$ cat src/rtl/controle_pkg.sv
// Shared definitions for the multicycle control unit: state encoding, opcode
// classes, datapath select codes and the opcode classifier.
package controle_pkg;

  typedef enum logic [2:0] {
    BUSCA,
    DECODIFICA,
    EXECUTA,
    MUL_ESPERA,
    ESCRITA
  } estado_t;

  typedef enum logic [2:0] {
    CL_R,
    CL_IMM,
    CL_JMP,
    CL_BR,
    CL_MUL,
    CL_ILEGAL
  } classe_t;

  localparam logic [1:0] B_REG  = 2'b00;
  localparam logic [1:0] B_UM   = 2'b01;
  localparam logic [1:0] B_IMM  = 2'b10;
  localparam logic [1:0] B_DESL = 2'b11;

  localparam logic [1:0] CP_ULA      = 2'b00;
  localparam logic [1:0] CP_ULASAIDA = 2'b01;
  localparam logic [1:0] CP_SALTO    = 2'b10;

  function automatic classe_t classe(input logic [31:0] op);
    classe_t c;
    if (op >= 32'd16) begin
      c = CL_ILEGAL;
    end else begin
      case (op[3:0])
        4'd0, 4'd1, 4'd3, 4'd4, 4'd5, 4'd13, 4'd14: c = CL_R;
        4'd2, 4'd6, 4'd7, 4'd8, 4'd9, 4'd10:        c = CL_IMM;
        4'd11:                                      c = CL_JMP;
        4'd12:                                      c = CL_BR;
        default:                                    c = CL_MUL;
      endcase
    end
    return c;
  endfunction

endpackage

$ cat src/rtl/contador_mul.sv
// Multiplier wait counter: loaded with MUL_CICLOS-2 when the multiply starts,
// counts down while waiting and flags completion at zero.
module contador_mul #(
  parameter int unsigned MUL_CICLOS = 4
) (
  input  logic clk,
  input  logic rst,
  input  logic i_load,
  input  logic i_dec,
  output logic o_fim
);

  localparam int unsigned W = (MUL_CICLOS > 2) ? $clog2(MUL_CICLOS - 1) : 1;
  localparam logic [W-1:0] CARGA = W'((MUL_CICLOS > 1) ? MUL_CICLOS - 2 : 0);

  logic [W-1:0] r_mc;

  always_ff @(posedge clk) begin
    if (rst) begin
      r_mc <= '0;
    end else if (i_load) begin
      r_mc <= CARGA;
    end else if (i_dec && (r_mc != '0)) begin
      r_mc <= r_mc - 1'b1;
    end
  end

  assign o_fim = (r_mc == '0);

endmodule

$ cat src/rtl/controle_multiciclo.sv
// Multicycle control unit: fetch/decode/execute/write-back sequencing with
// memory-ready stall, multi-cycle multiply hold, illegal-opcode flag and retire count.
module controle_multiciclo
  import controle_pkg::*;
#(
  parameter int unsigned OPW        = 4,
  parameter int unsigned MUL_CICLOS = 4,
  parameter int unsigned CONT_W     = 16
) (
  input  logic              clk,
  input  logic              rst,
  input  logic [OPW-1:0]    opcode,
  input  logic              mem_pronto,
  output logic              EscCondCP,
  output logic              EscCP,
  output logic              EscIR,
  output logic              EscReg,
  output logic              ULA_A,
  output logic [1:0]        ULA_B,
  output logic [OPW-1:0]    ULA_OP,
  output logic [1:0]        FonteCP,
  output logic              flagimm,
  output logic              mul,
  output logic              instr_fim,
  output logic              erro,
  output logic [CONT_W-1:0] n_instr
);

  estado_t           r_estado;
  logic [OPW-1:0]    r_opcode;
  logic [CONT_W-1:0] r_n;
  classe_t           w_classe;
  logic              w_mc_carga;
  logic              w_mc_fim;

  assign w_classe   = classe(32'(r_opcode));
  assign w_mc_carga = (r_estado == EXECUTA) && (w_classe == CL_MUL);

  contador_mul #(.MUL_CICLOS(MUL_CICLOS)) u_contador_mul (
    .clk    (clk),
    .rst    (rst),
    .i_load (w_mc_carga),
    .i_dec  (r_estado == MUL_ESPERA),
    .o_fim  (w_mc_fim)
  );

  always_ff @(posedge clk) begin
    if (rst) begin
      r_estado <= BUSCA;
      r_opcode <= '0;
      r_n      <= '0;
    end else begin
      if (instr_fim) r_n <= r_n + 1'b1;
      unique case (r_estado)
        BUSCA:      if (mem_pronto) r_estado <= DECODIFICA;
        DECODIFICA: begin
          r_opcode <= opcode;
          r_estado <= EXECUTA;
        end
        EXECUTA: begin
          case (w_classe)
            CL_R, CL_IMM: r_estado <= ESCRITA;
            CL_MUL:       r_estado <= (MUL_CICLOS > 1) ? MUL_ESPERA : ESCRITA;
            default:      r_estado <= BUSCA;
          endcase
        end
        MUL_ESPERA: if (w_mc_fim) r_estado <= ESCRITA;
        ESCRITA:    r_estado <= BUSCA;
        default:    r_estado <= BUSCA;
      endcase
    end
  end

  // EXECUTA, MUL_ESPERA and ESCRITA share the class selects; only the
  // write-back enables and the mul hold differ between them.
  always_comb begin
    EscCondCP = 1'b0;
    EscCP     = 1'b0;
    EscIR     = 1'b0;
    EscReg    = 1'b0;
    ULA_A     = 1'b0;
    ULA_B     = B_REG;
    ULA_OP    = '0;
    FonteCP   = CP_ULA;
    flagimm   = 1'b0;
    mul       = 1'b0;
    instr_fim = 1'b0;
    erro      = 1'b0;
    case (r_estado)
      BUSCA: begin
        ULA_B = B_UM;
        EscIR = mem_pronto;
        EscCP = mem_pronto;
      end
      DECODIFICA: ULA_B = B_DESL;
      EXECUTA, MUL_ESPERA, ESCRITA: begin
        ULA_OP = r_opcode;
        case (w_classe)
          CL_R: ULA_A = 1'b1;
          CL_IMM: begin
            ULA_A   = 1'b1;
            ULA_B   = B_IMM;
            flagimm = 1'b1;
          end
          CL_MUL: begin
            ULA_A = 1'b1;
            mul   = (r_estado != ESCRITA);
          end
          CL_JMP: begin
            ULA_B     = B_IMM;
            FonteCP   = CP_SALTO;
            EscCP     = 1'b1;
            instr_fim = 1'b1;
          end
          CL_BR: begin
            ULA_A     = 1'b1;
            FonteCP   = CP_ULASAIDA;
            EscCondCP = 1'b1;
            instr_fim = 1'b1;
          end
          default: erro = 1'b1;
        endcase
        if (r_estado == ESCRITA) begin
          EscReg    = 1'b1;
          instr_fim = 1'b1;
        end
      end
      default: ;
    endcase
  end

  assign n_instr = r_n;

endmodule

$ cat config.mk
export PLATFORM = sky130hd
export DESIGN_NAME = controle_multiciclo
export DESIGN_NICKNAME = d
export VERILOG_FILES = /design/src/rtl/controle_pkg.sv /design/src/rtl/contador_mul.sv /design/src/rtl/controle_multiciclo.sv
export SDC_FILE = /design/constraint.sdc
export NUM_CORES = 1
export LEC_CHECK = 0
export CAP_MARGIN = 40
export CORE_ASPECT_RATIO = 0.8
export CORE_MARGIN = 1.5
export CORE_UTILIZATION = 40
export DETAILED_ROUTE_END_ITERATION = 8
export PLACE_DENSITY = 0.7
export SYNTH_ARGS = -nofsm -noshare
export SYNTH_HDL_FRONTEND = slang
export SYNTH_SLANG_ARGS = --single-unit
export TNS_END_PERCENT = 30
$ cat constraint.sdc
create_clock -name clk -period 1.9 [get_ports clk]
set_input_delay 0.38 -clock clk [delete_from_list [all_inputs] [get_ports clk]]
set_output_delay 0.38 -clock clk [all_outputs]
set_load 0.01 [all_outputs]
==> impl_results.md <==
- Peak supply drop: 0.000525 V
- Flops & latches, synth: 28
- Final hold violations: 0
- Distinct cells, synth: 46
- DR pass1 iterations: 6
- Status: complete, but fails checks
- DRC violations left: 0
- Worst R2R Start: r_estado[2]
- Final Util: 61.1%
- M1 wire length: 2000 microns
- CP endpoint kind: output port
- Critical Path Start: r_estado[1]
- Seq/Total Area, Yosys: 37.3%
- Fin crit period: 1.95 ns
- Total setup buffers inserted after CTS: 0
- Critical path class: register to output port
- Failing checks: setup timing
- Met2 wire length: 1660 microns
- FF-to-FF path depth: 6
- DR WL met3: 150 microns
- Final WS setup: -0.0510 ns
- Mapped Cells: 176
- Clock Path Buffers: 2
- Final Skew: 0.00594 ns
- Leakage: 0.847 nW
- Core footprint: 3520 sq um
- Die Ht: 57.8 microns
- Vias in the first global route: 1,319
- Cell Area, Placed: 2060 sq um
- Place WS: -0.417 ns
- Mapped Avg Cell Area: 8.53 sq um
- Final instance area: 2150 sq um
- CTS buffer count: 3
- Final Max Slew Viols: 0
- Most used DFF post-synth: dfxtp_1
- Synth warn: 0
- Post-synthesis net count: 185
- I/O Buffers: 39
- Mapped cell area: 1500 sq um
- Hold Path Class: register to register
- Pin count of the biggest net entering global routing: 16
- Antenna cells: 0
- TritonCTS clock tree: yes
- FILL cells: 310
- Site Rows: 19
- GPL Wtd Cong: 0.849
- Clock Root Buffer: clkbuf_8
- CP required: 1.52 ns
- Unrepaired setup endpoints after global routing: true
- Top sig layer: met4
- IO Count: 40
- Die W: 71.5 microns
- Worst R2R Setup Slack: 0.08 ns
- DRT iter0 DRCs: 98
- First-pass GRT wire length: 6260 microns
- Post-DP HPWL: 2780 microns
- GRT overflow: 0
- Clk pin slew, worst setup/hold paths: 0.10 ns
- Initial Util: 42.7%
- Area leader, netlist: dfxtp_1
- Total GRT Usage: 18.8%
- Post-synth EDFFs: 0
- CTS sink cnt: 28
- Vias: 1,509
- Final Setup Violations: 1
- Achievable Freq: 513 MHz
- Post-synth top area share: 37.3%
- Final wirelength: 3830 microns
- Crit path to: instr_fim
- Area of the die: 4130 sq um
- Worst relative slew slack: 66.5%
- DRT antenna net count: 0
- Worst skew pair latency: 0.28 ns
- Drt wl/cell: 14.0 microns
- CP Max Fanout: 12
- Worst R2R End: n_instr[15]
- Vias per cell: 5.51
- H-tree Lvls: 1
- Layout cells sized above 1: 26.3%
- Layout Nets: 242
- P per Cell Area: 527 nW/um^2
- FFs w/ async S/R, synth: 0%
- Pin slew with the least headroom to its limit: 0.500 ns
- Fin crit share: 103%
- Initial antenna violation count: 0
- Worst EP arrival: 1.57 ns
- Max_cap viols: 0
- Syn-to-layout area delta: 43.1%
- Largest cells by area after synthesis: dfxtp_1 37%, xor2_1 6.4%, nor2_1 4.7%
- Setup crit start kind: register
## cell families (layout without fill, tap and decap cells)
| family | count (synthesis) | in the layout | synth area share (%) |
|---|---|---|---|
| adders and majority gates | 2 | 2 | 1.67 |
| xor gates and xnor gates | 13 | 13 | 7.58 |
| muxes | 2 | 2 | 1.33 |
| and+or+nand+nor | 77 | 77 | 29.1 |
| AOI/OAI and AO/OA | 40 | 40 | 18.6 |
| DFF | 28 | 28 | 37.3 |
| buffers and inverters | 14 | 70 | 4.42 |
## sequential cells by signal, summed over array words and instances (netlist names)
signal	cells
n_instr	16
r_opcode	4
w_classe	3
r_estado	3
u_contador_mul.r_mc	2
## timing repair
| item | 4_1_cts | 5_1_grt |
|---|---|---|
| endpoints found under the hold margin | 0 | 0 |
| pin swaps | 2 | 2 |
| resized for setup | 31 | 36 |
| setup endpoints to repair | 17 | 18 |
| hold buffers | 0 | 0 |
| gates cloned | 0 | 0 |
## cells in the final DEF (no fill, tap or decap), types with 9 or more instances in the layout
master,instances
dfxtp_1,26
clkdlybuf4s50_1,22
buf_4,22
nor2_1,16
nand2_1,14
xor2_1,11
a21oi_1,10
clkbuf_2,9
## power breakdown
group	switching, mW	internal, mW
Clock	0.191	0.186
Sequential	0.0128	0.595
Combinational	0.0750	0.0732
## critical path, cell delays in order (launching register included)
cell and delay, ns:
dfxtp_4 0.38, nor3b_4 0.27, buf_6 0.14, buf_8 0.13, nor2_1 0.07, inv_1 0.05, dlygate4sd2_1 0.25
## worst min path at each step
stage	start	to	slack, ns	cells after the start
final	n_instr[1]	n_instr[1]	0.50	2
after global routing	n_instr[1]	n_instr[1]	0.53	2
after CTS	n_instr[15]	n_instr[15]	0.49	2
after detailed placement	n_instr[15]	n_instr[15]	0.48	2
after global placement	n_instr[15]	n_instr[15]	0.46	2
after floorplan	r_opcode[0]	r_opcode[0]	0.48	2
## layout make-up
cell class | count | area (sq um) | share of cell area, %
Tap cell | 42 | 52.6 | 2.45
Inverter | 5 | 18.8 | 0.874
Timing Repair Buffer | 61 | 508 | 23.6
Clock buffer | 4 | 55.1 | 2.56
Sequential cell | 28 | 568 | 26.4
Multi-Input combinational cell | 134 | 946 | 44.0
## cells in the mapped netlist (3+ instances only)
cell       number
clkbuf_1        3
dfxtp_1        28
nand3_1         5
xor2_1         11
nor2_1         19
nand2_1        14
o21ai_0         6
nor2b_1         6
o2111ai_1       5
nor3_1          3
inv_1           5
and3_1          5
nor3b_1         3
o31ai_1         4
o211ai_1        4
or4_1           3
a21oi_1        12
## per-layer routing
metal / vias up / track usage [%]
li1: 743 / -
met2: 48 / 28.6
met4: 0 / 4.04
met3: 2 / 4.35
met1: 716 / 27.6
met5: - / 0
## per-stage QoR
stage / TNS, ns / power (mW) / hold slack (ns) / instances
2_1_floorplan: 0 / 0.691 / 0.483 / 176
3_3_place_gp: -0.682 / 0.761 / 0.464 / 270
3_5_place_dp: -0.942 / 0.765 / 0.479 / 270
4_1_cts: -0.514 / 1.15 / 0.493 / 274
5_1_grt: -0.332 / 1.18 / 0.529 / 274
6_report: -0.0510 / 1.13 / 0.501 / 274
Power figures use the tool's default switching activity.
